[config.mk]
export PLATFORM = sky130hd
export DESIGN_NAME = fetch_issue_unit
export DESIGN_NICKNAME = d
export VERILOG_FILES = /design/src/rtl/fetch_issue_unit.sv
export SDC_FILE = /design/constraint.sdc
export NUM_CORES = 1
export LEC_CHECK = 0
export ABC_AREA = 1
export CAP_MARGIN = 40
export CORE_ASPECT_RATIO = 1.75
export CORE_MARGIN = 2
export CORE_UTILIZATION = 25
export CTS_BUF_LIST = sky130_fd_sc_hd__clkbuf_8
export CTS_CLUSTER_SIZE = 8
export DETAILED_ROUTE_END_ITERATION = 7
export GPL_TIMING_DRIVEN = 0
export PLACE_DENSITY = 0.42
export SLEW_MARGIN = 5
export SYNTH_ARGS = -nofsm -noshare
export SYNTH_HDL_FRONTEND = slang
export SYNTH_SLANG_ARGS = --single-unit
[constraint.sdc]
create_clock -name Clk -period 4.1 [get_ports Clk]
set_input_delay 0.82 -clock Clk [delete_from_list [all_inputs] [get_ports Clk]]
set_output_delay 0.82 -clock Clk [all_outputs]
set_load 0.01 [all_outputs]
[src/rtl/fetch_issue_unit.sv]
// fetch_issue_unit
//   Consumes predicted fetch blocks from the BPU fetch target queue, issues
//   16-byte-aligned I-cache reads, keeps returned lines in an in-order slot
//   ring and hands {pc, ptr, num, data, err} to predecode. A flush empties the
//   ring and swallows the responses still owed by the cache before issuing
//   again.
// Ports
//   Clk, Rest                 clock (rising edge), async active-low reset
//   FetchTQStop/FetchTQFlash  block new issues / flush everything
//   Bq*                       BPU queue head (BqReady = pop)
//   IcReq*/IcResp*            I-cache request (valid/ready) and in-order response
//   Fb*                       head-slot delivery to predecode (valid/ready)
//   Busy                      slots occupied or responses still to be dropped

// Protocol checker: a response must always have an unfilled slot to land in.
module fetch_issue_unit_chk (
    input logic Clk,
    input logic Rest,
    input logic resp_orphan_s
);
    orphan_resp_a: assert property (@(posedge Clk) disable iff (!Rest) !resp_orphan_s);
endmodule

module fetch_issue_unit #(
    parameter int ADDR_W = 32,
    parameter int OUTST  = 4,
    parameter int PTR_W  = 6
) (
    input  logic              Clk,
    input  logic              Rest,
    input  logic              FetchTQStop,
    input  logic              FetchTQFlash,
    input  logic              BqValid,
    output logic              BqReady,
    input  logic [ADDR_W-1:0] BqPc,
    input  logic [PTR_W-1:0]  BqPtr,
    input  logic [2:0]        BqNum,
    output logic              IcReqValid,
    input  logic              IcReqReady,
    output logic [ADDR_W-1:0] IcReqAddr,
    input  logic              IcRespValid,
    input  logic [127:0]      IcRespData,
    input  logic              IcRespErr,
    output logic              FbValid,
    input  logic              FbReady,
    output logic [ADDR_W-1:0] FbPc,
    output logic [PTR_W-1:0]  FbPtr,
    output logic [2:0]        FbNum,
    output logic [127:0]      FbData,
    output logic              FbErr,
    output logic              Busy
);
    localparam int IDX_W = $clog2(OUTST);
    localparam int CNT_W = $clog2(OUTST + 1);
    localparam logic [CNT_W-1:0] CNT_ZERO = {CNT_W{1'b0}};
    localparam logic [CNT_W-1:0] CNT_ONE  = CNT_W'(1'b1);
    localparam logic [CNT_W-1:0] CNT_FULL = CNT_W'(OUTST);
    localparam logic [IDX_W-1:0] IDX_ZERO = {IDX_W{1'b0}};
    localparam logic [IDX_W-1:0] IDX_ONE  = IDX_W'(1'b1);

    typedef enum logic [0:0] {
        ST_RUN   = 1'b0,
        ST_DRAIN = 1'b1
    } state_e;

    state_e            state_r, state_s;
    logic              live_r;
    logic [IDX_W-1:0]  head_r, tail_r, fill_r;
    logic [CNT_W-1:0]  cnt_r, ufl_r, drop_r, drop_s, ufl_next_s;
    logic [OUTST-1:0]  filled_r;
    logic [ADDR_W-1:0] pc_r   [OUTST];
    logic [PTR_W-1:0]  ptr_r  [OUTST];
    logic [2:0]        num_r  [OUTST];
    logic [127:0]      data_r [OUTST];
    logic              err_r  [OUTST];

    logic run_s, issue_fire_s, resp_fire_s, resp_drop_s, resp_orphan_s, pop_s;

    // live_r keeps the request path quiet while Rest is low and for the first
    // edge after release, so every output reads 0 during reset.
    assign run_s         = (state_r == ST_RUN);
    assign IcReqValid    = live_r & BqValid & run_s & ~FetchTQStop
                         & (cnt_r < CNT_FULL) & ~FetchTQFlash;
    assign issue_fire_s  = IcReqValid & IcReqReady;
    assign BqReady       = issue_fire_s;
    assign IcReqAddr     = IcReqValid ? {BqPc[ADDR_W-1:4], 4'b0000} : {ADDR_W{1'b0}};

    // ufl_r counts issued slots still waiting for their line.
    assign resp_fire_s   = IcRespValid & run_s & (ufl_r != CNT_ZERO);
    assign resp_drop_s   = IcRespValid & ~run_s & (drop_r != CNT_ZERO);
    assign resp_orphan_s = IcRespValid & run_s & (ufl_r == CNT_ZERO);
    assign ufl_next_s    = ufl_r + CNT_W'(issue_fire_s) - CNT_W'(resp_fire_s);

    // A pop in the flush cycle is void: the slot contents are discarded.
    assign FbValid = filled_r[head_r];
    assign pop_s   = FbValid & FbReady & ~FetchTQFlash;
    assign FbPc    = FbValid ? pc_r[head_r]   : {ADDR_W{1'b0}};
    assign FbPtr   = FbValid ? ptr_r[head_r]  : {PTR_W{1'b0}};
    assign FbNum   = FbValid ? num_r[head_r]  : 3'b000;
    assign FbData  = FbValid ? data_r[head_r] : {128{1'b0}};
    assign FbErr   = FbValid ? err_r[head_r]  : 1'b0;
    assign Busy    = (cnt_r != CNT_ZERO) | (drop_r != CNT_ZERO);

    // Next FSM state and drop counter; a flush in RUN turns every response
    // still owed (including this cycle's accounting) into one to discard.
    always_comb begin
        state_s = state_r;
        drop_s  = drop_r;
        case (state_r)
            ST_RUN: begin
                if (FetchTQFlash) begin
                    drop_s = ufl_next_s;
                    if (ufl_next_s != CNT_ZERO) begin
                        state_s = ST_DRAIN;
                    end else begin
                        state_s = ST_RUN;
                    end
                end else begin
                    state_s = ST_RUN;
                end
            end
            ST_DRAIN: begin
                if (resp_drop_s) begin
                    drop_s = drop_r - CNT_ONE;
                end else begin
                    drop_s = drop_r;
                end
                if (drop_s == CNT_ZERO) begin
                    state_s = ST_RUN;
                end else begin
                    state_s = ST_DRAIN;
                end
            end
            default: begin
                state_s = ST_RUN;
                drop_s  = CNT_ZERO;
            end
        endcase
    end

    // FSM state, drop counter and out-of-reset flag
    always_ff @(posedge Clk or negedge Rest) begin
        if (!Rest) begin
            state_r <= ST_RUN;
            drop_r  <= CNT_ZERO;
            live_r  <= 1'b0;
        end else begin
            state_r <= state_s;
            drop_r  <= drop_s;
            live_r  <= 1'b1;
        end
    end

    // Ring pointers and occupancy counters; a flush empties the ring
    always_ff @(posedge Clk or negedge Rest) begin
        if (!Rest) begin
            head_r <= IDX_ZERO;
            tail_r <= IDX_ZERO;
            fill_r <= IDX_ZERO;
            cnt_r  <= CNT_ZERO;
            ufl_r  <= CNT_ZERO;
        end else if (FetchTQFlash) begin
            head_r <= IDX_ZERO;
            tail_r <= IDX_ZERO;
            fill_r <= IDX_ZERO;
            cnt_r  <= CNT_ZERO;
            ufl_r  <= CNT_ZERO;
        end else begin
            if (issue_fire_s) tail_r <= tail_r + IDX_ONE;
            if (resp_fire_s)  fill_r <= fill_r + IDX_ONE;
            if (pop_s)        head_r <= head_r + IDX_ONE;
            cnt_r <= cnt_r + CNT_W'(issue_fire_s) - CNT_W'(pop_s);
            ufl_r <= ufl_next_s;
        end
    end

    // Per-slot filled flags: set by a response, cleared by delivery or flush
    always_ff @(posedge Clk or negedge Rest) begin
        if (!Rest) begin
            filled_r <= {OUTST{1'b0}};
        end else if (FetchTQFlash) begin
            filled_r <= {OUTST{1'b0}};
        end else begin
            if (pop_s)       filled_r[head_r] <= 1'b0;
            if (resp_fire_s) filled_r[fill_r] <= 1'b1;
        end
    end

    // Slot payload; only ever observed through a filled flag, so no reset
    always_ff @(posedge Clk) begin
        if (issue_fire_s) begin
            pc_r[tail_r]  <= BqPc;
            ptr_r[tail_r] <= BqPtr;
            num_r[tail_r] <= BqNum;
        end
        if (resp_fire_s) begin
            data_r[fill_r] <= IcRespData;
            err_r[fill_r]  <= IcRespErr;
        end
    end

    fetch_issue_unit_chk u_chk (
        .Clk           (Clk),
        .Rest          (Rest),
        .resp_orphan_s (resp_orphan_s)
    );
endmodule
# == After elaboration in Yosys (flattened, before gate mapping) ==
# Memories as Yosys holds them, arrays and structs flattened.
# Cells that the tools add are included.
# word_totals
output_inout_bits,206
ff_bits,21
ramBits,680
memories,5
# memory_table
memory,words,word_bits,read_ports,rd_ports_with_merged_regs,wr,line_no,source
data_r,4,128,1,0,1,74,logic [127:0] data_r [OUTST];
pc_r,4,32,1,0,1,71,logic [ADDR_W-1:0] pc_r [OUTST];
ptr_r,4,6,1,0,1,72,logic [PTR_W-1:0] ptr_r [OUTST];
num_r,4,3,1,0,1,73,logic [2:0] num_r [OUTST];
err_r,4,1,1,0,1,75,logic err_r [OUTST];
# classes
addsub,8
eq_ne,1
bitwise_logic,19
n_reduce_logical,10
n_lt_le_gt_ge,5
mux,36
# ops
operator,n
128-bit two-way mux,1
32-bit two-way mux,2
3-bit two-way mux,6
4-bit two-way mux,4
1-bit AND,12
2-bit two-way mux,6
3-bit nonzero test,4
1-bit two-way mux,11
"2-bit by 1-bit adder with 2-bit output, second input constant",3
3-bit by 1-bit adder with 3-bit output,2
"2-bit by 3-bit less-than comparator with 1-bit output, second input constant",2
6-bit two-way mux,1
3-bit one-hot mux with 2 select lines,1
2-bit nonzero test,3
3-bit by 1-bit subtractor with 3-bit output,2
4-bit AND,1
1-bit demux with 2-bit select,2
"2-bit by 1-bit >= comparator with 1-bit output, second input constant",2
4-bit NOT,1
4-bit bitwise OR,1
3-bit zero test,1
"3-bit less-than comparator, second input constant",1
1-bit NOT,3
"3-bit by 1-bit subtractor with 3-bit output, second input constant",1
5 further kinds,6

# == Depth between registers and ports, before layout ==
# Gate-level depths: netlist of run 1.
# depth
ltp_word,12
mapped_depth,15
depth_no_buf,15

# == Worst setup path after synthesis of run 1 ==
# No wires, ideal clock.
# synth_path
path_type,input -> register
start,in IcRespValid
end,"mem data_r[0][0], enable pin"
required_time_ps,3618
arrival_time_ps,3635
path_buffers,0
setup_slack_ps,-18
stages,4
cell_sequence,nand3_1 inv_1 nand2_1 inv_1
# synth_via
elab_chain_len,4
# synth_lines
element,line_no,source
from (decl),41,"input logic IcRespValid,"
1-bit AND,-,
1-bit AND,89,assign resp_fire_s = IcRespValid & run_s & (ufl_r != CNT_ZERO);
1-bit two-way mux,196,if (resp_fire_s) begin
1-bit two-way mux (implied by the code),197,data_r[fill_r] <= IcRespData;
to (decl),74,
# Every way passes these cells.

# == Worst setup path after layout of run 1 ==
# layout_path
start,reg head_r[0]
end,out FbData[91]
# layout_via
elab_chain_len,3
# layout_lines
element,line_no,source
from (decl),68,"logic [IDX_W-1:0] head_r, tail_r, fill_r;"
from (signal assigned),171,if (pop_s) head_r <= head_r + IDX_ONE;
1-bit binary-select mux with 2-bit select,95,assign FbValid = filled_r[head_r];
1-bit two-way mux (implied by the code),95,
128-bit two-way mux *,100,assign FbData = FbValid ? data_r[head_r] : {128{1'b0}};
to (decl),49,"output logic [127:0] FbData,"
# Every way passes the cells marked *; elsewhere a longest branch is shown, timed or not. The select of a mux whose other input is x is not followed.

==> results of run 1 <==
[power by group]
| part | leakage (nW) | switching [mW] | internal, mW |
|---|---|---|---|
| registers | 6.41 | 0.112 | 8.32 |
| logic | 6.09 | 3.58 | 2.31 |
| clock network | 1.16 | 2.74 | 2.73 |
[critical path: stages (launching register included)]
cell	delay (ns)
sky130_fd_sc_hd__dfrtp_2	0.46
sky130_fd_sc_hd__buf_8	0.21
sky130_fd_sc_hd__buf_12	0.18
sky130_fd_sc_hd__buf_12	0.19
sky130_fd_sc_hd__buf_4	0.23
sky130_fd_sc_hd__nor2_1	0.07
sky130_fd_sc_hd__o22ai_1	0.13
sky130_fd_sc_hd__nand2_1	0.15
sky130_fd_sc_hd__inv_1	0.14
sky130_fd_sc_hd__clkdlybuf4s50_1	0.55
[how the worst max path moves through the flow]
stage / cells after the start / end / start
5_1_grt: 8 / FbData[0] / head_r[0]$_DFFE_PN0P_
6_report: 9 / FbData[91] / head_r[0]$_DFFE_PN0P_
3_5_place_dp: 8 / FbData[91] / head_r[1]$_DFFE_PN0P_
3_3_place_gp: 5 / data_r[3][56]$_DFFE_PP_ / IcRespValid
4_1_cts: 8 / FbData[33] / head_r[0]$_DFFE_PN0P_
2_1_floorplan: 5 / num_r[0][0]$_DFFE_PP_ / FetchTQFlash
[flip-flops by register name, indices dropped and copies added, names as in the netlist]
signal / count
state_r: 1
live_r: 1
drop_r: 3
filled_r: 4
head_r: 2
fill_r: 2
num_r: 12
data_r: 512
ufl_r: 3
cnt_r: 3
tail_r: 2
err_r: 4
ptr_r: 24
pc_r: 128
[placed cells by master (no fill, tap or decap), types with 2 or more instances in the layout]
cell | netlist | final
sky130_fd_sc_hd__clkbuf_1 | 72 | 27
sky130_fd_sc_hd__clkinv_1 | 1 | 11
sky130_fd_sc_hd__buf_6 | 3 | 6
sky130_fd_sc_hd__dfrtp_2 | 0 | 2
sky130_fd_sc_hd__clkinvlp_4 | 0 | 7
sky130_fd_sc_hd__buf_4 | 26 | 25
sky130_fd_sc_hd__buf_8 | 0 | 4
sky130_fd_sc_hd__inv_1 | 235 | 276
sky130_fd_sc_hd__clkbuf_4 | 0 | 9
sky130_fd_sc_hd__nor2_1 | 384 | 380
sky130_fd_sc_hd__dfrtp_1 | 21 | 19
sky130_fd_sc_hd__clkbuf_2 | 0 | 38
sky130_fd_sc_hd__diode_2 | 0 | 4
sky130_fd_sc_hd__bufinv_16 | 0 | 3
sky130_fd_sc_hd__inv_2 | 2 | 2
sky130_fd_sc_hd__conb_1 | 2 | 5
sky130_fd_sc_hd__fa_1 | 2 | 2
sky130_fd_sc_hd__a21oi_1 | 5 | 5
sky130_fd_sc_hd__o21ai_1 | 19 | 19
sky130_fd_sc_hd__dlymetal6s2s_1 | 0 | 2
sky130_fd_sc_hd__clkbuf_8 | 0 | 114
sky130_fd_sc_hd__ha_1 | 18 | 18
sky130_fd_sc_hd__xnor2_1 | 2 | 2
sky130_fd_sc_hd__edfxtp_1 | 680 | 680
sky130_fd_sc_hd__buf_2 | 39 | 28
sky130_fd_sc_hd__nand3_1 | 14 | 14
sky130_fd_sc_hd__buf_12 | 0 | 28
sky130_fd_sc_hd__clkinv_2 | 0 | 6
sky130_fd_sc_hd__clkdlybuf4s50_1 | 0 | 377
sky130_fd_sc_hd__nand2_1 | 204 | 203
sky130_fd_sc_hd__nand4_1 | 7 | 7
sky130_fd_sc_hd__o221ai_1 | 2 | 2
sky130_fd_sc_hd__nor2_4 | 0 | 4
sky130_fd_sc_hd__o21ai_0 | 327 | 327
sky130_fd_sc_hd__o22ai_1 | 170 | 169
[cell type report]
cell class                 count  area [um2]
inverter                     238         916
tap                         1476        1850
timing repair buffer         405        4310
antenna                        4        10.0
fill                       11100       74900
clock inverter                71         377
sequential                   701       20900
buffer                       140         863
multi-input combinational   1164        5540
clock buffer                 114        1570
[repair_timing]
action	CTS	global route
gates resized for setup	76	24
setup endpoints to repair	171	27
setup buffers	0	0
[layer usage]
layer,vias up,track usage (%)
li1,8908,-
met1,9559,17.5
met2,665,28.0
met3,161,3.91
met4,32,7.42
met5,-,0
[cell families after synthesis]
kind of cell               count (synthesis)  share of synthesized area, %
DFF                                      701                          74.8
buffers and inverters                    378                          5.67
xor gates and xnor gates                   3                        0.0938
AOI/OAI and AO/OA                        524                          10.2
and+or+nand+nor                          612                          8.36
adders and majority gates                 20                         0.947
other                                      2                        0.0268
==> results.md, run 1 <==
- Vias post-DR: 19300
- Layout Cell Area excl Fill: approximately 0.036 mm2
- Critical path fanouts, max: 10
- Fin Setup TNS: 0 ns
- Wire length on met2: 46.8 mm
- Max VDD drop: 0.252 mV
- Biggest area consumer among synthesized cells: sky130_fd_sc_hd__edfxtp_1
- Remaining antenna violation count after routing: 0
- Cell Area, Synth: 0.0280 mm2
- Register clock-pin slew on the reported worst setup and hold paths: 0.07 ns
- Tot Pwr: ~20 mW
- GRT Util Overall: between 10% and 20%
- Clock tree from TritonCTS: yes
- Setup slack, reg-to-reg: roughly 1.2 ns
- Drt total wl: a little over 90 mm
- Lkg Pwr: between 10 and 15 nW
- Filler-free cell count of the finished design: 4313
- Maximum number of buffers from clock root to sink: 3
- Buffers added on ports: about 380
- Count of H-tree levels built during CTS: 3
- Effective utilization at floorplan: between 20% and 30%
- Share of the synthesized area in the top cell type: 72.9%
- Clock Sinks: roughly 700
- Cells after Synth: roughly 2200
- Count of flip-flops with a built-in enable after synthesis: between 600 and 700
- Transition time of the tightest slew-check pin: ~0.76 ns
- Wire length on met3: 5.89 mm
- Clock tree root driver cell: sky130_fd_sc_hd__clkbuf_8
- Row cnt: 162
- RSZ-0062 raised after global routing: true
- Count leader, synth: sky130_fd_sc_hd__edfxtp_1
- Router iterations before antenna repair: 5
- Area of the die: 0.115 mm2
- Setup slack at placement: 0.138 ns
- Final Wtd Congestion: approximately 0.77
- Endpoint class of the critical path: output pin
- DRC violations left: 0
- Instance area at placement: ~0.034 mm2
- Final Core Density: 32.7%
- Routed wire per std cell: ~21 um
- Total count of hold-check failures in the final report: 0
- Vias per cell: ~4.5
- Fmax: approximately 250 MHz
- Number of top-level pins: ~380
- Number of cells on the worst reg-to-reg path: 10
- Top Metal Used: met5
- Number of setup violations in the final report: 0
- Congestion Overflow GR: 0
- Primary FF master, synth: sky130_fd_sc_hd__edfxtp_1
- Routed length on met1: approximately 35 mm
- Synth warn: 0
- Total CTS buffers: between 100 and 150
- Placed cell count: about 4100
- Layout cell share with drive strength beyond 1: between 10 and 15%
- Global-route wire length before repair: ~130 mm
- Worst hold margin: about 0.29 ns
- Reg-to-reg critical path startpoint: state_r$_DFF_PN0_
- Post-DP HPWL: between 60 and 70 mm
- Outcome: completed
- Smallest setup slack after layout: 0.148 ns
- Number of design-rule violations left by the first detailed-router iteration: 1216
- Post-synthesis sequential element count: around 700
- Portion of the clock cycle consumed by the worst path in the final layout: 96.4%
- Pin count of the biggest net entering global routing: 30
- Sequential cell area fraction in the yosys report: approximately 75%
- Clock skew after layout: around 0.04 ns
- Number of global-route vias before repair: between 20000 and 25000
- Leading post-synthesis cells by cell area: sky130_fd_sc_hd__edfxtp_1 73%, sky130_fd_sc_hd__o21ai_0 5.8%, sky130_fd_sc_hd__nor2_1 5.1%
- Most frequent cells after synthesis: 680 x sky130_fd_sc_hd__edfxtp_1, 384 x sky130_fd_sc_hd__nor2_1, 327 x sky130_fd_sc_hd__o21ai_0
- Count of distinct cell types in the synthesized netlist: 27
- Number of antenna violations at the first check in global routing: 26
- Max_slew headroom: 48.9%
- Final net count: a little under 3000
- Pins over their slew limit: 0
- Type of the most critical hold path: input port to asynchronous set/reset pin
- Share of synthesized registers carrying an async set or reset: 3.00%
- # Max-Cap Violations: 0
- Total core area: around 0.11 mm2
- Layout Area Growth over Synthesis: 29.9%
- PD cells: approximately 540 mW/mm2
- Post-CTS Hold Buffers: 0
- Worst-Skew Late Latency: 0.79 ns
- Crit path DAT: approximately 3.1 ns
- Worst endpoint required time: roughly 3.3 ns
- Endpoint of the worst register-to-register path: data_r[3][43]$_DFFE_PP_
- Startpoint Class: flop
- Die W: 257 um
- Die Y: 447 um
- Per-instance average area after synthesis: approximately 13 um2
- Crit path time final: between 3 and 4 ns
- Critical setup path kind: flop to output pin
Power figures use the tool's default switching activity.
==> run 2, diff against run 1 <==
--- a/config.mk
+++ b/config.mk
@@ -11,11 +11,12 @@
 export CORE_MARGIN = 2
 export CORE_UTILIZATION = 25
 export CTS_BUF_LIST = sky130_fd_sc_hd__clkbuf_8
+export CTS_CLUSTER_DIAMETER = 50
 export CTS_CLUSTER_SIZE = 8
 export DETAILED_ROUTE_END_ITERATION = 7
-export GPL_TIMING_DRIVEN = 0
 export PLACE_DENSITY = 0.42
 export SLEW_MARGIN = 5
 export SYNTH_ARGS = -nofsm -noshare
 export SYNTH_HDL_FRONTEND = slang
+export SYNTH_HIERARCHICAL = 1
 export SYNTH_SLANG_ARGS = --single-unit
==> run 2 against run 1 <==
Setup slack better by 0.031 ns. Combinational power hardly changed. Maximum frequency rose by 0.79%. Clock power decreased by 11%. Register-to-register slack lost 0.14 ns. First-iteration DRC count shrank 25%. Critical path depth rose by 1. Sequential share of layout area rose by 0.74 points. Clock skew down 0.0035 ns. Area after synthesis unchanged. Count of clock-buffer cells in the layout is 14 lower. Highest routed layer unchanged.
==> results.md, run 2 <==
- Instance area at placement: between 0.03 and 0.04 mm2
- Critical path fanouts, max: 8
- Drt total wl: ~87 mm
- Router iterations before antenna repair: 4
- Dominant combinational cell family by area after synthesis: compound AO/OA/AOI/OAI gates
- Fillers: between 10000 and 15000
- Lkg Pwr: around 13 nW
- Number of design-rule violations left by the first detailed-router iteration: 918
- Count leader, synth: sky130_fd_sc_hd__edfxtp_1
- Setup slack, reg-to-reg: ~1.0 ns
- Global-route wire length before repair: around 130 mm
- GRT Util Overall: 14.5%
- Vias post-DR: about 19000
- Portion of the clock cycle consumed by the worst path in the final layout: 95.6%
- Post-DP HPWL: 47.6 mm
- Mux contribution to synthesized area: 0%
- Layout cell share with drive strength beyond 1: 8.05%
- Share of the synthesized area in the top cell type: ~73%
- Final net count: about 2900
- Count of buffer and inverter cells on the critical path: 6
- Largest registers: data_r x512, pc_r x128, ptr_r x24
- Buffers added on ports: between 300 and 400
- Series of cell instances along the critical path: buf_4 > nand2_1 > nand3_4 > nand2_8 > buf_8 > buf_4 > buf_4 > nand2_1 > inv_1 > clkdlybuf4s50_1
- Outcome: completed
- Depth of the critical timing path with buffers and inverters included: 10
- Most frequent cells after synthesis: 680 x sky130_fd_sc_hd__edfxtp_1, 384 x sky130_fd_sc_hd__nor2_1, 327 x sky130_fd_sc_hd__o21ai_0
- Crit path time final: 3.92 ns
- Area of the die: 0.115 mm2
- Count of H-tree levels built during CTS: 3
- # Max-Cap Violations: 0
- Max stage delay cell, worst path: sky130_fd_sc_hd__dfrtp_4
- Most common cell after layout, fill and taps aside: sky130_fd_sc_hd__edfxtp_1
- Count of flip-flops with a built-in enable after synthesis: around 700
- Final Core Density: between 30% and 40%
- Adder-Cell Fraction of Synth Area: less than 1%
- Filler-free cell count of the finished design: roughly 4200
- Biggest area consumer among synthesized cells: sky130_fd_sc_hd__edfxtp_1
- Number of flip-flops in the largest register: roughly 510
- Post-synthesis share of cell area spent on and, or, nand and nor gates: 8.36%
- Leading cell types in the layout, fill and taps excluded: 680 x sky130_fd_sc_hd__edfxtp_1, 380 x sky130_fd_sc_hd__nor2_1, 377 x sky130_fd_sc_hd__clkdlybuf4s50_1
- Startpoint Class: flop
- Remaining antenna violation count after routing: 0
- Count of distinct cell types in the synthesized netlist: 27
- Post-synthesis sequential element count: between 700 and 800
- Total count of hold-check failures in the final report: 0
- Number of top-level pins: roughly 380
- Vias per cell: 4.51
- Fin Setup TNS: 0 ns
- Clock skew after layout: between 0.03 and 0.04 ns
- Launch point of the worst path: head_r[0]$_DFFE_PN0P_
- Number of setup violations in the final report: 0
- Crit path DAT: 3.10 ns
- Critical setup path kind: flop to output pin
- Post-CTS Hold Buffers: 0
- Clock tree root driver cell: sky130_fd_sc_hd__clkbuf_8
- Cells after Synth: around 2200
- Multi-input gate area in the final layout: between 0.005 and 0.006 mm2
- Register containing the most flip-flops in the final layout: data_r
- Share of synthesized registers carrying an async set or reset: around 3.0%
- Pins over their slew limit: 0
- Endpoint class of the critical path: output pin
- Number of cells on the worst reg-to-reg path: 15
- Area fraction in compound gates after synthesis: 10.2%
- Synth warn: 6
- Reg-to-reg critical path startpoint: head_r[0]$_DFFE_PN0P_
- Critical Path Max Stage Delay: about 0.59 ns
- Clock tree from TritonCTS: yes
- Final Wtd Congestion: 0.737
- Number of global-route vias before repair: around 20000
- Max VDD drop: ~0.25 mV
- Max_slew headroom: approximately 50%
- Row cnt: ~160
- Primary FF master, synth: sky130_fd_sc_hd__edfxtp_1
- Cell Area, Synth: approximately 0.028 mm2
- DRC violations left: 0
- Layout Cell Area excl Fill: between 0.03 and 0.04 mm2
- Worst endpoint required time: between 3 and 4 ns
- RSZ-0062 raised after global routing: false
- Fmax: 255 MHz
- Worst path most repeated cell: sky130_fd_sc_hd__buf_4
- Top Family by Delay on Critical Path: buffers and inverters
- Routed wire per std cell: 20.8 um
- Total CTS buffers: 100
- Register clock-pin slew on the reported worst setup and hold paths: ~0.07 ns
- Die W: between 200 and 300 um
- Die Y: 447 um
- Effective utilization at floorplan: about a quarter
- Type of the most critical hold path: input port to asynchronous set/reset pin
- Total core area: between 0.1 and 0.15 mm2
- Sequential cell area fraction in the yosys report: about three quarters
- Congestion Overflow GR: 0
- Placed cell count: about 4000
- Pin count of the biggest net entering global routing: 105
- Register area: about 0.021 mm2
- Maximum number of buffers from clock root to sink: 3
- Worst hold margin: about 0.37 ns
- Transition time of the tightest slew-check pin: 0.749 ns
- PD cells: approximately 540 mW/mm2
- Worst-Skew Late Latency: between 0.7 and 0.8 ns
- Layout Area Growth over Synthesis: 28.2%
- Post-Synth XOR/XNOR Area: less than 1%
- Number of antenna violations at the first check in global routing: 15
- Leading post-synthesis cells by cell area: sky130_fd_sc_hd__edfxtp_1 73%, sky130_fd_sc_hd__o21ai_0 5.8%, sky130_fd_sc_hd__nor2_1 5.1%
- Clock Sinks: 701
- Per-instance average area after synthesis: around 13 um2
- Endpoint of the worst register-to-register path: cnt_r[2]$_DFF_PN0_
==> run 2: worst max-delay path by stage <==
stage	to	slack [ns]
4_1_cts	FbData[125]	0.0003
6_report	FbData[1]	0.18
5_1_grt	FbData[81]	0.0007
3_5_place_dp	FbData[53]	0.58
2_1_floorplan	num_r[0][0]$_DFFE_PP_	0.46
3_3_place_gp	IcReqAddr[29]	0.57
==> run 2: power breakdown <==
group / switching, mW / total (mW) / internal (mW)
clock: 2.61 / 4.88 / 2.27
combinational: 3.49 / 5.92 / 2.43
sequential: 0.129 / 8.45 / 8.32
total: 6.23 / 19.3 / 13.0
==> run 2: metrics by stage <==
stage	setup slack, ns	total power, mW
3_5_place_dp	0.585	14.0
4_1_cts	0.000332	19.5
3_3_place_gp	0.574	14.0
2_1_floorplan	0.459	11.4
5_1_grt	0.000735	20.3
6_report	0.179	19.3
==> run 2: layout make-up <==
type                    instances  area share (%)
flip-flops and latches        701            58.3
multi-input cells            1165            15.6
repair buffers                460            13.9
well taps                    1476            5.14
clock buffers                 100            3.83
inverters                     238            2.62
clock inverters                28           0.488
diodes                          9          0.0627
repair inverters                2          0.0557
==> run 2: worst register-to-register path, cell delays in order (launching register included) <==
cell	delay, ns
sky130_fd_sc_hd__dfrtp_4	0.59
sky130_fd_sc_hd__buf_4	0.20
sky130_fd_sc_hd__nand2_1	0.10
sky130_fd_sc_hd__nand3_4	0.14
sky130_fd_sc_hd__nand2_8	0.12
sky130_fd_sc_hd__buf_4	0.12
sky130_fd_sc_hd__buf_4	0.27
sky130_fd_sc_hd__nand3_1	0.13
sky130_fd_sc_hd__inv_1	0.16
sky130_fd_sc_hd__ha_1	0.25
sky130_fd_sc_hd__inv_1	0.06
sky130_fd_sc_hd__ha_1	0.13
sky130_fd_sc_hd__inv_1	0.05
sky130_fd_sc_hd__fa_1	0.41
sky130_fd_sc_hd__o21ai_0	0.19
sky130_fd_sc_hd__a21oi_1	0.05
==> run 2: routing by layer <==
layer | track usage, % | share of wire, % | vias up
li1 | - | - | 8675
met1 | 16.0 | 40 | 9432
met2 | 26.2 | 51 | 556
met3 | 3.55 | 5.9 | 160
met4 | 6.45 | 3.1 | 16
met5 | 0 | 0.11 | -
==> run 2: logic make-up (layout without fill, tap and decap cells) <==
logic type | after synthesis | count (layout)
AOI/OAI and AO/OA | 524 | 524
xor gates and xnor gates | 3 | 3
buffers and inverters | 378 | 828
adders and majority gates | 20 | 20
other | 2 | 14
and+or+nand+nor | 612 | 613
DFF | 701 | 701
==> run 2: repair_timing <==
item	CTS	global route
gates cloned	7	5
gates resized for setup	22	7
pin swaps	2	2
setup buffers	12	1
setup endpoints to repair	166	40
==> run 3, diff against run 2 <==
==> constraint.sdc (replaced) <==
create_clock -name Clk -period 3.23 [get_ports Clk]
set_input_delay 0.646 -clock Clk [delete_from_list [all_inputs] [get_ports Clk]]
set_output_delay 0.646 -clock Clk [all_outputs]
set_load 0.01 [all_outputs]
==> run 3 against run 2 <==
The flow now finishes with violations (negative setup slack). Via count rose by 5.5%. Die area did not move. Worst hold slack gained 0.092 ns. Core utilization up 3.2 points. Routed wire length up 20%. Design area up 9.9%. Setup slack worse by 0.30 ns. Critical endpoint is now FbData[49]. First-iteration DRC count increased by 31%. Sequential cell count is the same. Largest power group is now combinational cells. Largest cell class unchanged.
==> results.md, run 3 (same netlist as run 2, synthesis figures left out) <==
- Top Metal Used: met5
- Die Y: between 400 and 500 um
- Critical Path Max Stage Delay: 0.52 ns
- Number of setup violations in the final report: 53
- Buffers added on ports: between 300 and 400
- Sequential share of power: 37.9%
- Register area: 0.0210 mm2
- Type of the most critical hold path: input port to flop
- Multi-input gate area in the final layout: between 0.006 and 0.007 mm2
- Register containing the most flip-flops in the final layout: data_r
- # Max-Cap Violations: 0
- Global-route wire length before repair: around 130 mm
- Layout Area Growth over Synthesis: 41.0%
- Final Wtd Congestion: between 0.7 and 0.8
- Congestion Overflow GR: 0
- Clock tree root driver cell: sky130_fd_sc_hd__clkbuf_8
- Total CTS buffers: 101
- Total count of hold-check failures in the final report: 0
- Portion of the clock cycle consumed by the worst path in the final layout: 104%
- Final net count: 3063
- Part of the total power dissipated in the clock network: 22.4%
- Total core area: approximately 0.11 mm2
- Maximum number of buffers from clock root to sink: 3
- Wire length on met2: 56.3 mm
- Number of top-level pins: about 380
- Post-DP HPWL: 48.7 mm
- Vias post-DR: around 20000
- Routed wire per std cell: between 20 and 25 um
- Clock skew after layout: approximately 0.038 ns
- Critical path fanouts, max: 7
- Layout cell share with drive strength beyond 1: about a quarter
- Crit path time final: 3.35 ns
- Fin Setup TNS: -1.98 ns
- Most common cell after layout, fill and taps aside: sky130_fd_sc_hd__edfxtp_1
- Row cnt: 162
- Number of global-route vias before repair: approximately 20000
- PD cells: 717 mW/mm2
- Remaining antenna violation count after routing: 0
- Drt total wl: ~100 mm
- Clock Sinks: between 700 and 800
- Transition time of the tightest slew-check pin: roughly 0.55 ns
- Worst endpoint required time: around 2.6 ns
- Fillers: between 10000 and 15000
- Number of antenna violations at the first check in global routing: 11
- Effective utilization at floorplan: between 20% and 30%
- Violations in the final reports: negative setup slack
- Series of cell instances along the critical path: buf_12 > clkinv_16 > nand2_8 > nand3_4 > nand2_8 > buf_6 > buf_16 > clkbuf_16 > buf_4 > nand2_2 > inv_1 > buf_2
- Smallest setup slack after layout: -0.119 ns
- Pin count of the biggest net entering global routing: between 60 and 70
- Tot Pwr: 28.3 mW
- Internal power: about 19 mW
- Max VDD drop: ~0.39 mV
- Share of total power in combinational logic: 39.7%
- Router iterations before antenna repair: 5
- Lkg Pwr: about 16 nW
- Fmax: about 300 MHz
- Worst-Skew Late Latency: roughly 0.80 ns
- Crit path DAT: ~2.7 ns
- Fraction of power spent switching nets: approximately a third
- Pins over their slew limit: 0
- Max_slew headroom: 63.3%
- Number of design-rule violations left by the first detailed-router iteration: ~1200
- Outcome: complete, but fails checks
- Leading cell types in the layout, fill and taps excluded: 680 x sky130_fd_sc_hd__edfxtp_1, 363 x sky130_fd_sc_hd__nor2_1, 254 x sky130_fd_sc_hd__o21ai_0
- Worst path most repeated cell: sky130_fd_sc_hd__nand2_8
- Endpoint class of the critical path: output pin
- Area of the die: about 0.11 mm2
- Number of flip-flops in the largest register: slightly above 500
- DRC violations left: 0
- Routed length on met1: approximately 41 mm
- RSZ-0062 raised after global routing: true
- Net switching power figure: between 9 and 10 mW
- Register clock-pin slew on the reported worst setup and hold paths: roughly 0.070 ns
- Wire length on met3: 4.85 mm
- Max stage delay cell, worst path: sky130_fd_sc_hd__dfrtp_4
- Vias per cell: roughly 4.6
- GRT Util Overall: around 16%
- Count of H-tree levels built during CTS: 3
- Largest registers: data_r x512, pc_r x128, ptr_r x24
- Die W: around 260 um
- Critical setup path kind: flop to output pin
- Startpoint Class: flop
- Clock tree from TritonCTS: yes
[run 3: cell count changes in the layout (fill, tap and decap cells not counted), moves of 29 or more]
| cell | previous run | this run |
|---|---|---|
| sky130_fd_sc_hd__clkdlybuf4s50_1 | 377 | 183 |
| sky130_fd_sc_hd__buf_6 | 4 | 90 |
| sky130_fd_sc_hd__o21ai_0 | 327 | 254 |
| sky130_fd_sc_hd__clkbuf_2 | 0 | 67 |
| sky130_fd_sc_hd__nand2_1 | 204 | 144 |
| sky130_fd_sc_hd__inv_1 | 243 | 184 |
| sky130_fd_sc_hd__buf_4 | 41 | 94 |
| sky130_fd_sc_hd__inv_2 | 1 | 54 |
| sky130_fd_sc_hd__o21ai_1 | 19 | 64 |
| sky130_fd_sc_hd__buf_12 | 17 | 58 |
| sky130_fd_sc_hd__clkbuf_16 | 4 | 37 |
| sky130_fd_sc_hd__nand2_2 | 0 | 33 |
| sky130_fd_sc_hd__dlymetal6s2s_1 | 0 | 29 |
[run 3: worst paths after layout]
path,from,to,slack [ns],depth (start not counted)
min in group asynchronous,Rest,cnt_r[0]$_DFF_PN0_,0.61,2
max,head_r[0]$_DFFE_PN0P_,FbData[49],-0.12,12
min,IcRespData[41],data_r[3][41]$_DFFE_PP_,0.46,1
max in group asynchronous,Rest,tail_r[1]$_DFFE_PN0P_,2.07,4
min reg2reg,filled_r[1]$_DFF_PN0_,filled_r[1]$_DFF_PN0_,0.54,2
max reg2reg,head_r[0]$_DFFE_PN0P_,cnt_r[1]$_DFF_PN0_,0.15,18
[run 3: per-stage QoR]
step / util (%) / setup WS (ns) / std cells / cell area (um2) / hold WS [ns]
3_5_place_dp: 30.5 / 0.155 / 4027 / 34000 / 0.534
5_1_grt: 35.5 / -0.250 / 4365 / 39500 / 0.406
3_3_place_gp: 30.5 / 0.163 / 4026 / 34000 / 0.529
4_1_cts: 33.0 / -0.440 / 4209 / 36800 / 0.349
6_report: 35.5 / -0.119 / 4367 / 39500 / 0.463
2_1_floorplan: - / -0.237 / 2243 / 28100 / 0.350
[run 3: timing repair]
action | CTS | global route
pin swaps | 13 | 63
hold endpoints to repair | 3 | 0
hold buffers | 1 | 0
gates cloned | 25 | 52
resized for setup | 306 | 791
buffers inserted | 31 | 114
setup endpoints to repair | 200 | 198
[run 3: power by group through the flow]
stage               clock [mW]  sequential (mW)  combinational, mW
detailed placement           0             10.9               6.97
global placement             0             10.9               6.93
finish                    6.33             10.7               11.3
global route              6.91             10.8               12.0
CTS                       6.63             10.7               8.20
floorplan                    0             10.9               3.53
[run 3: critical path, delay by kind of cell (launching register included)]
family	cells	cell delay (ns)
buffers and inverters	8	1.00
DFF	1	0.52
and+or+nand+nor	4	0.36
[run 3: metal layers]
metal	vias up	GRT usage, %
met3	139	2.99
li1	9091	-
met1	10100	17.6
met2	578	29.3
met4	10	6.34
met5	-	0
[run 3: final cells by class]
| type | count | area share, % |
|---|---|---|
| flip-flops and latches | 701 | 53.1 |
| repair buffers | 657 | 20.0 |
| multi-input cells | 1165 | 15.8 |
| well taps | 1476 | 4.68 |
| clock buffers | 106 | 3.69 |
| inverters | 238 | 2.45 |
| clock inverters | 19 | 0.326 |
| repair inverters | 1 | 0.0412 |
| diodes | 4 | 0.0253 |
